==> config.mk <==
export PLATFORM = sky130hd
export DESIGN_NAME = pipe_hazard_ctrl_flat
export DESIGN_NICKNAME = d
export VERILOG_FILES = /design/src/rtl/pipe_pkg.sv /design/src/rtl/pipe_hazard_ctrl_if.sv /design/src/rtl/pipe_hazard_ctrl_fwd_select.sv /design/src/rtl/pipe_hazard_ctrl.sv /design/src/flat_wrapper.sv
export SDC_FILE = /design/constraint.sdc
export NUM_CORES = 1
export LEC_CHECK = 0
export ABC_AREA = 1
export CAP_MARGIN = 20
export CELL_PAD_IN_SITES_DETAIL_PLACEMENT = 2
export CELL_PAD_IN_SITES_GLOBAL_PLACEMENT = 2
export CORE_MARGIN = 3
export CORE_UTILIZATION = 27
export DETAILED_ROUTE_END_ITERATION = 16
export PLACE_DENSITY_LB_ADDON = 0.1
export SKIP_CTS_REPAIR_TIMING = 1
export SLEW_MARGIN = 20
export SYNTH_ARGS = -nofsm -noshare
export SYNTH_HDL_FRONTEND = slang
export SYNTH_SLANG_ARGS = --single-unit
export TNS_END_PERCENT = 1
==> constraint.sdc <==
create_clock -name clk -period 2.25 [get_ports clk]
set_input_delay 0.3375 -clock clk [delete_from_list [all_inputs] [get_ports clk]]
set_output_delay 0.3375 -clock clk [all_outputs]
set_load 0.02 [all_outputs]
==> src/rtl/pipe_pkg.sv <==
// rtl/pipe_pkg.sv - shared types and helpers for the issue/hazard controller
// Contents: fwd_sel_t operand source encoding, stage_t pipeline stage record,
// REG_ZERO, STAGE_BUBBLE, and the per-stage match and forwardability helpers.
package pipe_pkg;

    typedef enum logic [1:0] {
        FWD_RF  = 2'd0,
        FWD_EX  = 2'd1,
        FWD_MEM = 2'd2,
        FWD_WB  = 2'd3
    } fwd_sel_t;

    typedef struct packed {
        logic       valid;
        logic [4:0] rd;
        logic       writeback;
        logic       is_load;
    } stage_t;

    localparam logic [4:0] REG_ZERO     = 5'd0;
    localparam stage_t     STAGE_BUBBLE = '0;

    // A stage produces the operand the decoder wants. x0 is hardwired, so
    // a write to it never counts as a producer.
    function automatic logic rd_match(
        input logic       valid,
        input logic       writeback,
        input logic [4:0] rd,
        input logic [4:0] rs,
        input logic       uses
    );
        return valid && writeback && (rd == rs) && (rs != REG_ZERO) && uses;
    endfunction

    // Load data only exists once the instruction reaches WB.
    function automatic logic fwd_ok(input logic is_load, input logic load_data_ready);
        return !is_load || load_data_ready;
    endfunction

endpackage

==> src/rtl/pipe_hazard_ctrl_if.sv <==
// rtl/pipe_hazard_ctrl_if.sv - decoder-to-controller issue handshake
// Signals: dec_valid plus source/destination fields and flags from the
// decoder; issue_ready returned by the controller.
// master: decoder side. slave: hazard controller side.
interface pipe_hazard_ctrl_if;
    logic       dec_valid;
    logic [4:0] dec_rs1_addr;
    logic [4:0] dec_rs2_addr;
    logic       dec_uses_rs1;
    logic       dec_uses_rs2;
    logic [4:0] dec_rd_addr;
    logic       dec_writeback;
    logic       dec_is_load;
    logic       issue_ready;

    modport master (
        output dec_valid, dec_rs1_addr, dec_rs2_addr, dec_uses_rs1, dec_uses_rs2,
        output dec_rd_addr, dec_writeback, dec_is_load,
        input  issue_ready
    );

    modport slave (
        input  dec_valid, dec_rs1_addr, dec_rs2_addr, dec_uses_rs1, dec_uses_rs2,
        input  dec_rd_addr, dec_writeback, dec_is_load,
        output issue_ready
    );
endinterface

==> src/rtl/pipe_hazard_ctrl_fwd_select.sv <==
// rtl/pipe_hazard_ctrl_fwd_select.sv - one operand's forwarding select and load-use detect
// Ports: rs_addr/uses_rs (decoder operand), ex/mem/wb_stage (in-flight state),
// sel (youngest forwardable producer), hazard (producer is a load not yet in WB).
module fwd_select
    import pipe_pkg::*;
(
    input  logic [4:0] rs_addr,
    input  logic       uses_rs,
    input  stage_t     ex_stage,
    input  stage_t     mem_stage,
    input  stage_t     wb_stage,
    output fwd_sel_t   sel,
    output logic       hazard
);

    logic m_ex;
    logic m_mem;
    logic m_wb;

    assign m_ex  = rd_match(ex_stage.valid,  ex_stage.writeback,  ex_stage.rd,  rs_addr, uses_rs);
    assign m_mem = rd_match(mem_stage.valid, mem_stage.writeback, mem_stage.rd, rs_addr, uses_rs);
    assign m_wb  = rd_match(wb_stage.valid,  wb_stage.writeback,  wb_stage.rd,  rs_addr, uses_rs);

    assign hazard = (m_ex && ex_stage.is_load) || (m_mem && mem_stage.is_load);

    // Youngest producer wins; a load in EX/MEM is skipped here because the
    // hazard path already holds the instruction until the load reaches WB.
    always_comb begin
        sel = FWD_RF;
        if (m_ex && fwd_ok(ex_stage.is_load, 1'b0)) begin
            sel = FWD_EX;
        end else if (m_mem && fwd_ok(mem_stage.is_load, 1'b0)) begin
            sel = FWD_MEM;
        end else if (m_wb && fwd_ok(wb_stage.is_load, 1'b1)) begin
            sel = FWD_WB;
        end
    end

endmodule

==> src/rtl/pipe_hazard_ctrl.sv <==
// rtl/pipe_hazard_ctrl.sv - issue and hazard controller for the pipelined core
// Ports: clk, rst (sync, active-high); dec (decoder handshake, slave side);
// flush (taken branch from EX); rs1/rs2_fwd_sel (operand sources);
// ex/mem/wb_valid (stage occupancy); wb_rd_addr/wb_we (regfile write);
// stall_count/flush_count (saturating event counters).
module pipe_hazard_ctrl
    import pipe_pkg::*;
#(
    parameter int CNT_W = 16
) (
    input  logic               clk,
    input  logic               rst,
    pipe_hazard_ctrl_if.slave  dec,
    input  logic               flush,
    output logic [1:0]         rs1_fwd_sel,
    output logic [1:0]         rs2_fwd_sel,
    output logic               ex_valid,
    output logic               mem_valid,
    output logic               wb_valid,
    output logic [4:0]         wb_rd_addr,
    output logic               wb_we,
    output logic [CNT_W-1:0]   stall_count,
    output logic [CNT_W-1:0]   flush_count
);

    stage_t   ex_q;
    stage_t   mem_q;
    stage_t   wb_q;
    stage_t   dec_stage;
    fwd_sel_t sel1;
    fwd_sel_t sel2;
    logic     haz1;
    logic     haz2;
    logic     hazard;
    logic     accept;

    fwd_select u_rs1 (
        .rs_addr   (dec.dec_rs1_addr),
        .uses_rs   (dec.dec_uses_rs1),
        .ex_stage  (ex_q),
        .mem_stage (mem_q),
        .wb_stage  (wb_q),
        .sel       (sel1),
        .hazard    (haz1)
    );

    fwd_select u_rs2 (
        .rs_addr   (dec.dec_rs2_addr),
        .uses_rs   (dec.dec_uses_rs2),
        .ex_stage  (ex_q),
        .mem_stage (mem_q),
        .wb_stage  (wb_q),
        .sel       (sel2),
        .hazard    (haz2)
    );

    assign hazard          = haz1 || haz2;
    assign dec.issue_ready = !rst && !hazard && !flush;
    assign accept          = dec.dec_valid && dec.issue_ready;

    assign dec_stage = '{
        valid:     1'b1,
        rd:        dec.dec_rd_addr,
        writeback: dec.dec_writeback,
        is_load:   dec.dec_is_load
    };

    // While reset is held the stage state is stale, so report regfile sources.
    assign rs1_fwd_sel = rst ? FWD_RF : sel1;
    assign rs2_fwd_sel = rst ? FWD_RF : sel2;

    assign ex_valid   = ex_q.valid;
    assign mem_valid  = mem_q.valid;
    assign wb_valid   = wb_q.valid;
    assign wb_rd_addr = wb_q.rd;
    assign wb_we      = wb_q.valid && wb_q.writeback && (wb_q.rd != REG_ZERO);

    always_ff @(posedge clk) begin
        if (rst) begin
            ex_q        <= STAGE_BUBBLE;
            mem_q       <= STAGE_BUBBLE;
            wb_q        <= STAGE_BUBBLE;
            stall_count <= '0;
            flush_count <= '0;
        end else begin
            ex_q  <= accept ? dec_stage : STAGE_BUBBLE;
            mem_q <= ex_q;
            wb_q  <= mem_q;

            // A flushed cycle is charged to the branch, not to the stall.
            if (dec.dec_valid && hazard && !flush && (stall_count != '1)) begin
                stall_count <= stall_count + 1'b1;
            end
            if (flush && (flush_count != '1)) begin
                flush_count <= flush_count + 1'b1;
            end
        end
    end

endmodule

==> src/flat_wrapper.sv <==
// flat-port wrapper written by rule: the top's interface ports become plain ports
module pipe_hazard_ctrl_flat import pipe_pkg::*;
#(
    parameter int CNT_W = 16
)
  (clk, rst, flush, rs1_fwd_sel, rs2_fwd_sel, ex_valid, mem_valid, wb_valid, wb_rd_addr, wb_we, stall_count, flush_count, dec_dec_valid, dec_dec_rs1_addr, dec_dec_rs2_addr, dec_dec_uses_rs1, dec_dec_uses_rs2, dec_dec_rd_addr, dec_dec_writeback, dec_dec_is_load, dec_issue_ready);
  pipe_hazard_ctrl_if dec_i ();
  input  logic clk;
  input  logic rst;
  input  logic flush;
  output logic [1:0] rs1_fwd_sel;
  output logic [1:0] rs2_fwd_sel;
  output logic ex_valid;
  output logic mem_valid;
  output logic wb_valid;
  output logic [4:0] wb_rd_addr;
  output logic wb_we;
  output logic [CNT_W-1:0] stall_count;
  output logic [CNT_W-1:0] flush_count;
  input wire logic [$bits(dec_i.dec_valid)-1:0] dec_dec_valid;
  input wire logic [$bits(dec_i.dec_rs1_addr)-1:0] dec_dec_rs1_addr;
  input wire logic [$bits(dec_i.dec_rs2_addr)-1:0] dec_dec_rs2_addr;
  input wire logic [$bits(dec_i.dec_uses_rs1)-1:0] dec_dec_uses_rs1;
  input wire logic [$bits(dec_i.dec_uses_rs2)-1:0] dec_dec_uses_rs2;
  input wire logic [$bits(dec_i.dec_rd_addr)-1:0] dec_dec_rd_addr;
  input wire logic [$bits(dec_i.dec_writeback)-1:0] dec_dec_writeback;
  input wire logic [$bits(dec_i.dec_is_load)-1:0] dec_dec_is_load;
  output wire logic [$bits(dec_i.issue_ready)-1:0] dec_issue_ready;
  assign dec_i.dec_valid = dec_dec_valid;
  assign dec_i.dec_rs1_addr = dec_dec_rs1_addr;
  assign dec_i.dec_rs2_addr = dec_dec_rs2_addr;
  assign dec_i.dec_uses_rs1 = dec_dec_uses_rs1;
  assign dec_i.dec_uses_rs2 = dec_dec_uses_rs2;
  assign dec_i.dec_rd_addr = dec_dec_rd_addr;
  assign dec_i.dec_writeback = dec_dec_writeback;
  assign dec_i.dec_is_load = dec_dec_is_load;
  assign dec_issue_ready = dec_i.issue_ready;
  pipe_hazard_ctrl #(.CNT_W(CNT_W)) u_core (.clk(clk), .rst(rst), .dec(dec_i), .flush(flush), .rs1_fwd_sel(rs1_fwd_sel), .rs2_fwd_sel(rs2_fwd_sel), .ex_valid(ex_valid), .mem_valid(mem_valid), .wb_valid(wb_valid), .wb_rd_addr(wb_rd_addr), .wb_we(wb_we), .stall_count(stall_count), .flush_count(flush_count));
endmodule
==> impl_metrics.csv <==
group,metric,value,unit
yosys,netlist_area,3220,um^2
yosys,syn_avg_cell_area,6.21,um^2
worst_setup_path,arrival,2.01,ns
grt,gr-total-overflow,0,
placement,port_buffers,68,
worst_setup_path,reg2reg_from,"u_core.flush_count[3]$_SDFFE_PP0P_",
worst_setup_path,cp_slowest_cell,"clkdlybuf4s50_1",
cells_and_area,synthToLayoutAreaGrowth,38.7,%
drt,antenna_left,0,
timing,relSlewSlack,67.0,%
drt,drc_errors,0,
min_path,hold_path_class,"reg -> reg",
yosys,synth_cells,519,
timing,tightest_slew,0.491,ns
cells_and_area,fillCellCount,1441,
grt,grt_max_degree,31,
cells_and_area,diodes,0,
pwr,p_per_area,460,nW/um^2
placement,dpl-instance-area,4290,um^2
yosys,yosysSeqAreaShare,34.1,%
clocking,clk_latency,0.30,ns
run_status,status,"finished, violations left",
drt,firstDrtPassIters,4,
yosys,synth_cell_types,28,
timing,slew_viol_final,0,
floorplanning,start_util,27.9,%
clocking,clockBufferDepth,2,
pwr,ir_worst_vdd,0.000263,V
timing,whs,0.438,ns
floorplanning,dieHeight,115,um
worst_setup_path,path_max_fanout,3,
drt,vias_per_cell,4.64,
drt,wl_per_cell,15.3,um
timing,post-route-period-util,104,%
min_path,hold_start,"u_core.ex_q[1]$_SDFF_PP0_",
floorplanning,io_pins,69,
floorplanning,num_rows,39,
timing,rsz0062_at_grt,"true",
worst_setup_path,startpoint_type,"primary input",
pwr,p_leak,1.95,nW
timing,layout_setup_ws,-0.101,ns
cells_and_area,drive_gt1_share,11.4,%
cells_and_area,fin_nets,640,
grt,grt_pass1_vias,3957,
cells_and_area,final_area,4470,um^2
grt,grt_pass1_wl,19300,um
worst_setup_path,crit_top_cell,"buf_4",
worst_setup_path,path_delay_family,"buffers and inverters",
clocking,htreeDepth,2,
grt,antenna_found_initial,0,
timing,period_needed,2.35,ns
timing,fmax,0.425,GHz
timing,setup_viol,5,
yosys,syn_nets,544,
floorplanning,dieArea,13300,um^2
yosys,ys_ff_latch,55,
clocking,cts_tree,"yes",
drt,drt-total-wl,11600,um
placement,gp_congestion,0.852,
cells_and_area,utilization,38.7,%
timing,hold_viol_final,0,
run_status,violations,"negative setup slack",
drt,drt-initial-drc-count,78,
placement,dp_hpwl,9240,um
run,cap_violations,0,
worst_setup_path,max_stage_delay,0.43,ns
worst_setup_path,worstPathCellList,"clkdlybuf4s50_1, buf_4, xor2_1, nor2_1, nand4_1, nor3_1, buf_4, nor2_1, nor3_2, buf_4",
worst_setup_path,end_kind,"output port",
timing,fin_worst_skew,0.00498,ns
floorplanning,core,11600,um^2
placement,post-place-ws,-0.666,ns
clocking,cts.sinks,55,
grt,grtUsageTotal,18.2,%
pwr,total_power,2.06,mW
worst_setup_path,crit_type,"in -> out",
yosys,ys_warn_count,0,
worst_setup_path,cp.required,1.91,ns
clocking,cts-root-buf,"clkbuf_16",
clocking,cts_made_buffers,5,
floorplanning,die_x,115,um
drt,num_vias,3520,
clocking,clk_pin_slew,0.08,ns
worst_setup_path,worstSetupStartpoint,"dec_dec_rs1_addr[3]",
worst_setup_path,worst-path-buf-inv,4,
tightest hold or removal path: stages (launching register included):
cell and delay (ns):
dfxtp_1 0.32, inv_1 0.05, nor2_1 0.03
kinds of logic after synthesis:
group                    synth area share, %
AND/OR/NAND/NOR                         38.7
buffers and inverters                   14.7
flip-flops                              34.1
AO/OA/AOI/OAI                           4.85
XOR/XNOR                                6.79
adder cells (fa/ha/maj)                0.776
worst paths after layout:
path	endpoint	slack, ns	depth (start not counted)
max	rs1_fwd_sel[1]	-0.10	10
min	u_core.mem_q[1]$_SDFF_PP0_	0.44	2
max reg2reg	u_core.flush_count[2]$_SDFFE_PP0P_	0.38	10
min reg2reg	u_core.mem_q[1]$_SDFF_PP0_	0.44	2
routing by layer:
| layer | up-vias | GRT usage (%) | routed length, um |
|---|---|---|---|
| met2 | 51 | 32.7 | 5830 |
| li1 | 1777 | - | - |
| met5 | - | 0 | 0 |
| met4 | 0 | 5.16 | 153 |
| met1 | 1682 | 22.3 | 5320 |
| met3 | 10 | 3.00 | 317 |
layout by cell type, fill, tap and decap left out, types with 3 or more instances in the layout:
cell type / n
xor2_1: 7
dfxtp_1: 55
inv_1: 98
clkdlybuf4s50_1: 60
nand3_1: 25
nor3_1: 15
nand2_1: 131
nor3b_1: 3
nor2_2: 6
a21oi_1: 13
nand2_2: 3
o21ai_0: 11
dlymetal6s2s_1: 3
buf_4: 38
xnor2_1: 18
nand4_1: 22
nor2_1: 76
clkbuf_16: 5
state kept, by name (all words and copies together), names as in the netlist:
register / flops
u_core.flush_count: 16
u_core.stall_count: 16
u_core.ex_q: 7
u_core.mem_q: 7
u_core.wb_rd_addr: 5
u_core.ex_valid: 1
u_core.mem_valid: 1
u_core.wb_q: 1
u_core.wb_valid: 1
synthesized netlist by cell type:
master	count	share of area, %
a211oi_1	2	0.47
a21oi_1	14	2.2
and3_1	1	0.19
buf_1	1	0.12
buf_2	2	0.31
buf_4	6	1.4
buf_6	1	0.35
clkbuf_1	8	0.93
dfxtp_1	55	34
ha_1	2	0.78
inv_1	100	12
nand2_1	131	15
nand2_2	3	0.58
nand3_1	25	3.9
nand4_1	22	4.3
nor2_1	81	9.4
nor2_2	2	0.39
nor3_1	16	2.5
nor3_4	1	0.50
nor3b_1	3	0.70
nor4_1	2	0.39
o211a_1	1	0.31
o21ai_0	11	1.7
o22ai_1	1	0.19
or2_2	2	0.39
or4_1	1	0.23
xnor2_1	18	4.9
xor2_1	7	1.9
per-stage QoR:
stage                     cells  TNS, ns
final                       759   -0.362
after global routing        759   -0.950
after CTS                   759    -3.20
after detailed placement    751    -5.81
after global placement      751    -4.88
after floorplan             519        0
final cells by class:
type | instances | area, um^2 | share of cell area [%]
Clock buffer | 5 | 125 | 2.80
Clock inverter | 3 | 22.5 | 0.503
Inverter | 100 | 375 | 8.39
Multi-Input combinational cell | 346 | 1680 | 37.6
Sequential cell | 55 | 1100 | 24.6
Tap cell | 143 | 179 | 4.00
Timing Repair Buffer | 107 | 990 | 22.1
power breakdown:
| group | total, mW | switching, mW | internal (mW) |
|---|---|---|---|
| registers | 0.995 | 0.0111 | 0.984 |
| clock network | 0.815 | 0.397 | 0.418 |
| logic | 0.247 | 0.131 | 0.116 |
| total | 2.06 | 0.539 | 1.52 |
(Power assumes the default switching activity.)
